### src/rtl/tx_symbol_scheduler_pkg.sv
// Shared symbol codes, FSM/source enums and the registered symbol payload
// used by the transmit symbol scheduler.
package tx_symbol_scheduler_pkg;

  localparam int unsigned DK_W   = 4;
  localparam int unsigned BYTE_W = 8;
  localparam int unsigned OS_W   = 4;

  localparam logic [DK_W-1:0] DK_DATA = 4'b0000;
  localparam logic [DK_W-1:0] DK_COM  = 4'b0001;
  localparam logic [DK_W-1:0] DK_SKP  = 4'b0010;
  localparam logic [DK_W-1:0] DK_STP  = 4'b0011;
  localparam logic [DK_W-1:0] DK_SDP  = 4'b0100;
  localparam logic [DK_W-1:0] DK_END  = 4'b0101;
  localparam logic [DK_W-1:0] DK_EDB  = 4'b0110;
  localparam logic [DK_W-1:0] DK_FTS  = 4'b0111;
  localparam logic [DK_W-1:0] DK_IDLE = 4'b1000;

  // Ordered set is 4 COM followed by 12 SKP, always starting on lane 0
  localparam int unsigned OS_COM_CNT = 4;
  localparam int unsigned OS_SKP_CNT = 12;

  typedef enum logic [2:0] {
    ST_IDLE,
    ST_OS_COM,
    ST_OS_SKP,
    ST_HDR,
    ST_DATA,
    ST_TAIL,
    ST_DROP
  } state_e;

  typedef enum logic {
    SRC_TLP  = 1'b0,
    SRC_DLLP = 1'b1
  } src_e;

  typedef struct packed {
    logic [DK_W-1:0]   dk;
    logic [BYTE_W-1:0] data;
  } tx_sym_t;

endpackage

### src/rtl/tx_symbol_scheduler_skp_timer.sv
// SKP interval timer: counts enb cycles, raises a pending request at each wrap
// and flags a wrap that lands while the previous request is still unserved.
module skp_timer #(
  parameter int unsigned SKP_INTERVAL = 1180
) (
  input  logic clk,
  input  logic rst,
  input  logic enb,
  input  logic clear,
  output logic skp_pending,
  output logic missed_c
);

  localparam int unsigned CNT_W = $clog2(SKP_INTERVAL);

  logic [CNT_W-1:0] cnt;
  logic             wrap_c;

  assign wrap_c   = enb && (cnt == CNT_W'(SKP_INTERVAL - 1));
  // A wrap coinciding with the clear starts a fresh request, so it is not a miss
  assign missed_c = wrap_c && skp_pending && !clear;

  always_ff @(posedge clk or negedge rst) begin
    if (!rst) begin
      cnt         <= '0;
      skp_pending <= 1'b0;
    end else if (enb) begin
      cnt <= wrap_c ? '0 : cnt + CNT_W'(1);
      if (wrap_c) begin
        skp_pending <= 1'b1;
      end else if (clear) begin
        skp_pending <= 1'b0;
      end
    end
  end

endmodule

### src/rtl/tx_symbol_scheduler.sv
// Transmit symbol scheduler: arbitrates TLP/DLLP sources, frames packets,
// pads with IDLE and inserts lane-aligned SKP ordered sets, one symbol per enb.
module tx_symbol_scheduler
  import tx_symbol_scheduler_pkg::*;
#(
  parameter int unsigned SKP_INTERVAL = 1180,
  parameter int unsigned MAX_LEN      = 64
) (
  input  logic              clk,
  input  logic              rst,
  input  logic              enb,
  input  logic              tlp_valid,
  input  logic [BYTE_W-1:0] tlp_data,
  input  logic              tlp_last,
  input  logic              tlp_bad,
  output logic              tlp_ready,
  input  logic              dllp_valid,
  input  logic [BYTE_W-1:0] dllp_data,
  input  logic              dllp_last,
  output logic              dllp_ready,
  output logic [DK_W-1:0]   control_dk,
  output logic [BYTE_W-1:0] tx_DataE,
  output logic              skp_active,
  output logic              tx_err
);

  localparam int unsigned LEN_W = $clog2(MAX_LEN + 1);

  state_e            state, state_d;
  src_e              src, src_d;
  src_e              last_winner, last_winner_d;
  logic [LEN_W-1:0]  len_cnt, len_d;
  logic [OS_W-1:0]   os_cnt, os_d;
  logic [1:0]        lane_ptr;
  logic              bad_q, bad_d;
  tx_sym_t           sym_q, sym_d;
  logic              skp_active_d;
  logic              err_d;

  logic              skp_pending;
  logic              skp_missed_c;
  logic              skp_clear_c;

  logic              acc_valid_c;
  logic              acc_last_c;
  logic [BYTE_W-1:0] acc_data_c;
  logic              xfer_state_c;

  skp_timer #(
    .SKP_INTERVAL(SKP_INTERVAL)
  ) u_skp_timer (
    .clk        (clk),
    .rst        (rst),
    .enb        (enb),
    .clear      (skp_clear_c),
    .skp_pending(skp_pending),
    .missed_c   (skp_missed_c)
  );

  // Currently selected source, and the handshake it sees
  assign acc_valid_c  = (src == SRC_TLP) ? tlp_valid : dllp_valid;
  assign acc_last_c   = (src == SRC_TLP) ? tlp_last  : dllp_last;
  assign acc_data_c   = (src == SRC_TLP) ? tlp_data  : dllp_data;
  assign xfer_state_c = (state == ST_DATA) || (state == ST_DROP);

  assign tlp_ready  = enb && xfer_state_c && (src == SRC_TLP);
  assign dllp_ready = enb && xfer_state_c && (src == SRC_DLLP);

  assign control_dk = sym_q.dk;
  assign tx_DataE   = sym_q.data;

  // Next-state and next-output logic
  always_comb begin
    state_d       = state;
    src_d         = src;
    last_winner_d = last_winner;
    len_d         = len_cnt;
    os_d          = os_cnt;
    bad_d         = bad_q;
    sym_d.dk      = DK_IDLE;
    sym_d.data    = '0;
    skp_active_d  = 1'b0;
    err_d         = skp_missed_c;
    skp_clear_c   = 1'b0;

    case (state)
      ST_IDLE: begin
        if (skp_pending) begin
          // Pending ordered set blocks new packets and waits for lane 0
          if (lane_ptr == 2'd0) begin
            sym_d.dk     = DK_COM;
            skp_active_d = 1'b1;
            skp_clear_c  = enb;
            os_d         = OS_W'(1);
            state_d      = ST_OS_COM;
          end
        end else if (dllp_valid && (!tlp_valid || last_winner == SRC_TLP)) begin
          sym_d.dk      = DK_SDP;
          src_d         = SRC_DLLP;
          last_winner_d = SRC_DLLP;
          len_d         = '0;
          bad_d         = 1'b0;
          state_d       = ST_DATA;
        end else if (tlp_valid) begin
          sym_d.dk      = DK_STP;
          src_d         = SRC_TLP;
          last_winner_d = SRC_TLP;
          len_d         = '0;
          bad_d         = 1'b0;
          state_d       = ST_DATA;
        end
      end

      ST_OS_COM: begin
        sym_d.dk     = DK_COM;
        skp_active_d = 1'b1;
        if (os_cnt == OS_W'(OS_COM_CNT - 1)) begin
          os_d    = '0;
          state_d = ST_OS_SKP;
        end else begin
          os_d = os_cnt + OS_W'(1);
        end
      end

      ST_OS_SKP: begin
        sym_d.dk     = DK_SKP;
        skp_active_d = 1'b1;
        if (os_cnt == OS_W'(OS_SKP_CNT - 1)) begin
          os_d    = '0;
          state_d = ST_IDLE;
        end else begin
          os_d = os_cnt + OS_W'(1);
        end
      end

      ST_DATA: begin
        if (!acc_valid_c) begin
          sym_d.dk = DK_EDB;
          err_d    = 1'b1;
          state_d  = ST_IDLE;
        end else if (len_cnt == LEN_W'(MAX_LEN)) begin
          // Byte beyond the length limit: abort, then swallow the rest
          sym_d.dk = DK_EDB;
          err_d    = 1'b1;
          state_d  = acc_last_c ? ST_IDLE : ST_DROP;
        end else begin
          sym_d.dk   = DK_DATA;
          sym_d.data = acc_data_c;
          len_d      = len_cnt + LEN_W'(1);
          if (acc_last_c) begin
            bad_d   = (src == SRC_TLP) && tlp_bad;
            state_d = ST_TAIL;
          end
        end
      end

      ST_TAIL: begin
        sym_d.dk = bad_q ? DK_EDB : DK_END;
        bad_d    = 1'b0;
        state_d  = ST_IDLE;
      end

      ST_DROP: begin
        if (acc_valid_c && acc_last_c) begin
          state_d = ST_IDLE;
        end
      end

      default: begin
        state_d = ST_IDLE;
      end
    endcase
  end

  // State and output registers; everything holds while enb is low
  always_ff @(posedge clk or negedge rst) begin
    if (!rst) begin
      state       <= ST_IDLE;
      src         <= SRC_TLP;
      last_winner <= SRC_TLP;
      len_cnt     <= '0;
      os_cnt      <= '0;
      lane_ptr    <= '0;
      bad_q       <= 1'b0;
      sym_q.dk    <= DK_IDLE;
      sym_q.data  <= '0;
      skp_active  <= 1'b0;
      tx_err      <= 1'b0;
    end else if (enb) begin
      state       <= state_d;
      src         <= src_d;
      last_winner <= last_winner_d;
      len_cnt     <= len_d;
      os_cnt      <= os_d;
      lane_ptr    <= lane_ptr + 2'd1;
      bad_q       <= bad_d;
      sym_q       <= sym_d;
      skp_active  <= skp_active_d;
      tx_err      <= err_d;
    end
  end

endmodule

### config.mk
export PLATFORM = sky130hd
export DESIGN_NAME = tx_symbol_scheduler
export DESIGN_NICKNAME = d
export VERILOG_FILES = /design/src/rtl/tx_symbol_scheduler_pkg.sv /design/src/rtl/tx_symbol_scheduler_skp_timer.sv /design/src/rtl/tx_symbol_scheduler.sv
export SDC_FILE = /design/constraint.sdc
export NUM_CORES = 1
export LEC_CHECK = 0
export CAP_MARGIN = 20
export CORE_UTILIZATION = 58
export DETAILED_ROUTE_END_ITERATION = 12
export PLACE_DENSITY = 0.94
export RECOVER_POWER = 50
export SLEW_MARGIN = 10
export SYNTH_ARGS = -nofsm -noshare
export SYNTH_HDL_FRONTEND = slang
export SYNTH_SLANG_ARGS = --single-unit
### constraint.sdc
create_clock -name clk -period 3.5 [get_ports clk]
set_input_delay 1.05 -clock clk [delete_from_list [all_inputs] [get_ports clk]]
set_output_delay 1.05 -clock clk [all_outputs]
set_load 0.05 [all_outputs]
After elaboration in Yosys (flattened, before gate mapping) --
Index checks and enable logic that the tools add are counted.
Word-level totals: register bits after elaboration 44, input bits 24, output and inout bits 16, word-level logic and storage cells 124
Cells by class: add/subtract/negate cells 4, equal/unequal tests 22, mux-type cells 57, bitwise gates (word level) 2, reduce and logical (&&, ||, !) cells 27
Operator list (number):
- 2-to-1 mux 3 bit | 13
- 2-to-1 mux 7 bit | 5
- 2-to-1 mux 4 bit | 8
- 2-to-1 mux 8 bit | 4
- one-hot mux 4 bit (5 select lines) | 1
- 2-to-1 mux 1 bit | 19
- one-hot mux 3 bit (5 select lines) | 1
- != test 2 bit, second input constant | 7
- one-hot mux 7 bit (2 select lines) | 1
- AND reduction 7 bit | 2
- one-hot mux 4 bit (3 select lines) | 1
- adder 11 x 1 -> 11 bit, second input constant | 1
- == test 11 bit, second input constant | 1
- 2-to-1 mux 11 bit | 1
- == test 3 bit, second input constant | 3
- logical AND 1 bit | 9
- != test 4 x 3 -> 1 bit, second input constant | 2
- AND reduction 4 bit | 2
- adder 7 x 1 -> 7 bit, second input constant | 1
- == test 7 bit, second input constant | 1
- != test 3 bit, second input constant | 2
- AND reduction 6 bit | 1
- nonzero test 2 bit | 3
- nonzero test 3 bit | 2
- 17 further kinds | 21

Longest topological paths before layout --
depth after elaboration 9, gate-level depth with buffers 8

By module --
A second synthesis with hierarchy kept.
Unflattened totals: cells, all modules 275, area, all modules 2582.5 sq um
Modules (own cells, without submodules):
- tx_symbol_scheduler | times used 1, cells an instance 217, area an instance 1996.9 sq um, sequential area each 802.0 sq um
- skp_timer | times used 1, cells an instance 58, area an instance 585.6 sq um, sequential area each 300.3 sq um

Least setup slack after synthesis --
OpenSTA, ideal clock, no wires.
path type input to output, from input port enb, to output port tlp_ready, arrival 3.093 ns, path slack -0.643 ns, stages 4, path through clkbuf_1 inv_1 clkbuf_1 nor4_1
On the way: word-level cells in the longest chain between the ends 2
Ends and longest elaborated chain:
- start, declared | line tx_symbol_scheduler.sv:11 | input logic enb,
- logical AND 1 bit (2 in a row) | line tx_symbol_scheduler.sv:66 | assign tlp_ready = enb && xfer_state_c && (src == SRC_TLP);
- end, declared | line tx_symbol_scheduler.sv:16 | output logic tlp_ready,
Every way passes these cells.

Worst setup path after layout --
Ends and elaborated chain as after synthesis.

==> metrics.txt <==
result of the run=finished, violations left; violated checks=max-capacitance violations, max-slew violations; clock network fraction of total power=between 15 and 20%; setup repair after global routing missed its margin=false; worst slack at placement=around 0.4 ns; Reg power frac=between 40% and 50%; Initial Util=about 62%; Yosys top cell area share=a little over two fifths; number of diodes=0; number of placement rows=23; net count after synthesis=between 200 and 300; gate count of the mapped netlist=257; clock tree from TritonCTS=yes; Logic pwr share=a little over two fifths; power density relative to cell area=between 700 and 800 nW/um2; required time at the endpoint of the critical path=2.45 ns; ratio of final minimum period to clock period=between 90% and 100%; cell type with the highest aggregate area in the netlist=sky130_fd_sc_hd__dfrtp_1; Post-synth EDFFs=0; count of placed standard cells including taps=about 330; area of the die=roughly 4600 um2; first-pass GRT wire length=roughly 9000 um; number of remaining DRC errors=0; WL per Instance=approximately 16 um; post-layout util=about three quarters; die boundary height=between 60 and 70 um; synthesis-to-layout area growth=21.3%; Primary FF master, synth=sky130_fd_sc_hd__dfrtp_1; clk_lat worst skew=around 0.3 ns; ranking of synthesized cells by area=sky130_fd_sc_hd__dfrtp_1 43%, sky130_fd_sc_hd__nor2_1 4.5%, sky130_fd_sc_hd__mux2i_1 4.4%, sky130_fd_sc_hd__xor2_1 3.5%, sky130_fd_sc_hd__a22o_1 2.8%; Post-Route Hold Slack=around 0.48 ns; Worst Hold Class=register to register; power dissipated by switching net loads=~1000 uW; horizontal die dimension=approximately 68 um; final setup margin=0.340 ns; violation count after the first detailed-routing iteration=about 110; sequential fraction of the synthesis area=approximately 44%; Final nets=approximately 320; Final Hold Fails=0; fraction of final layout cells with drive strength greater than 1=a little under a tenth; number of vias per cell after detailed routing=just over 6; Area after DPL=between 2000 and 3000 um2; Setup Crit Path Kind=input port to output port; Leak Pwr=1.36 nW; number of antenna violations at the first check in global routing=0; number of ports placed on the die boundary=40; number of failing setup endpoints in the final timing report=0; maximum fanout along the worst path=3; Period minus WS final=3.16 ns; Avg Cell Area, Syn=~9.7 um2; register clock-pin slew on the reported worst setup and hold paths=around 0.090 ns; WP data arrival=2.11 ns; largest net degree at the start of global routing=45; number of global-route vias before repair=1997; setup fix buffers added after clock tree synthesis=0; Fmax=about 320 MHz; Inserted Clock Buffers=5; FF-to-FF Start=last_winner; capture point of the worst path=tlp_ready; overflow left after global routing=0; CTS root buf=sky130_fd_sc_hd__clkbuf_8; WL final=5400 um; final sum of negative setup slack=0 ns; Synth warnings=0; Sinks on Clock Net=44; max-slew violation total from the final report=45; reg-to-reg endpoint=state[1]; detailed-route via count=~2100; flip-flop and latch count after synthesis=44; reg-to-reg setup timing slack=1.07 ns; HPWL after DPL=3790 um; final antenna-violating net count=0; routability-driven placement congestion ratio=0.925; slew at the pin with the worst max-slew slack=2.27 ns; number of buffers inserted by hold repair at cts=0; total of cells resized after clock tree synthesis=0; Worst IR Drop VDD=about 0.56 mV; launching element type of the critical path=input port; Distinct cells, synth=61; Async S/R FF share, synth=between 90% and 100%; number of inserted filler cells in the final layout=283; CTS H-tree depth=2; Setup crit end kind=output port; non-filler cells in the finished layout=~340; worst setup path start=enb; leading cell types in the layout, fill and taps excluded=43 x sky130_fd_sc_hd__dfrtp_1, 33 x sky130_fd_sc_hd__clkdlybuf4s50_1, 30 x sky130_fd_sc_hd__nor2_1; most frequent standard cell in the layout excluding fill and tap cells=sky130_fd_sc_hd__dfrtp_1; cell area after layout=approximately 3000 um2; total global-route track usage=between 20% and 30%; mapped cell area=roughly 2500 um2; Placeable Area=4060 um2; drt first pass iters=4; maximum buffer depth of the clock tree=2; Net Sw Frac=42.8%; Internal Pwr Total=1.31 mW; worst reg2reg path depth=5; max-cap violation count=1; port bufs=39; worst setup skew after layout=a little over 0.006 ns; slew margin rel.=-51.4%; total design power=around 2.3 mW
-- worst min-delay path by stage --
stage,startpoint,endpoint,cells after the start
after detailed placement,lane_ptr[0],lane_ptr[0],1
after CTS,lane_ptr[0],lane_ptr[0],1
after global routing,lane_ptr[0],lane_ptr[0],1
after global placement,lane_ptr[0],lane_ptr[0],1
final,lane_ptr[0],lane_ptr[0],1
after floorplan,lane_ptr[0],lane_ptr[0],1
-- per-layer routing --
metal	routed length (um)	part of all wire (%)	global-route usage (%)
met1	2290	43	32.1
met2	2730	51	45.3
met3	270	5.0	5.57
met4	98	1.8	10.1
met5	0	0	0
-- registers in the layout, summed over array words and instances (netlist names), 2 cells and up --
| signal | count |
|---|---|
| len_cnt | 7 |
| u_skp_timer.cnt | 11 |
| os_cnt | 4 |
| control_dk | 4 |
| tx_DataE | 8 |
| state | 3 |
| lane_ptr | 2 |
-- layout make-up --
cell class	instances	area, um2	area share, %
multi-input combinational	185	1280	42.3
sequential	44	1100	36.3
timing repair buffer	42	427	14.1
clock buffer	5	68.8	2.27
tap	50	62.6	2.06
clock inverter	3	47.5	1.57
inverter	12	45.0	1.48
-- power groups by stage --
| stage | registers [mW] | logic (mW) | clock network [mW] |
|---|---|---|---|
| after floorplan | 0.925 | 0.697 | 0 |
| after global placement | 0.910 | 0.938 | 0 |
| after detailed placement | 0.921 | 0.970 | 0 |
| after CTS | 0.912 | 0.976 | 0.406 |
| after global routing | 0.944 | 1.07 | 0.426 |
| final | 0.917 | 0.968 | 0.399 |
-- cell usage after synthesis, types with 2 or more instances --
cell	number
sky130_fd_sc_hd__o211ai_1	2
sky130_fd_sc_hd__nor3_1	6
sky130_fd_sc_hd__a31oi_1	5
sky130_fd_sc_hd__a2111oi_0	2
sky130_fd_sc_hd__a22o_1	8
sky130_fd_sc_hd__dfrtp_1	43
sky130_fd_sc_hd__mux2_2	2
sky130_fd_sc_hd__a21o_1	2
sky130_fd_sc_hd__o31ai_1	2
sky130_fd_sc_hd__nand2_1	14
sky130_fd_sc_hd__and3_1	3
sky130_fd_sc_hd__xnor2_1	4
sky130_fd_sc_hd__nor2_1	30
sky130_fd_sc_hd__or3_1	2
sky130_fd_sc_hd__buf_6	2
sky130_fd_sc_hd__clkbuf_1	8
sky130_fd_sc_hd__or4_4	2
sky130_fd_sc_hd__nand2b_1	5
sky130_fd_sc_hd__nand4_1	5
sky130_fd_sc_hd__mux2i_1	11
sky130_fd_sc_hd__nand3_1	13
sky130_fd_sc_hd__nor4_1	2
sky130_fd_sc_hd__xor2_1	10
sky130_fd_sc_hd__ha_1	5
sky130_fd_sc_hd__nand3b_1	2
sky130_fd_sc_hd__inv_1	12
sky130_fd_sc_hd__nand4bb_1	2
sky130_fd_sc_hd__buf_2	4
sky130_fd_sc_hd__nor2b_1	3
sky130_fd_sc_hd__a21oi_1	9
sky130_fd_sc_hd__o21ai_0	7
-- critical path, stage by stage --
cell                            delay (ns)
sky130_fd_sc_hd__dlygate4sd3_1        0.58
sky130_fd_sc_hd__inv_1                0.09
sky130_fd_sc_hd__nor4_4               0.21
sky130_fd_sc_hd__buf_12               0.18
-- kinds of logic after synthesis --
kind of cell	count (synthesis)	share of synthesized area, %
compound gates	53	15.8
xor+xnor	14	4.90
mux	14	5.90
simple gates	99	21.7
fa+ha+maj	5	2.50
flops	44	44.1
buf+inv	28	5.15
No activity file was read; power rests on OpenSTA's default activity.
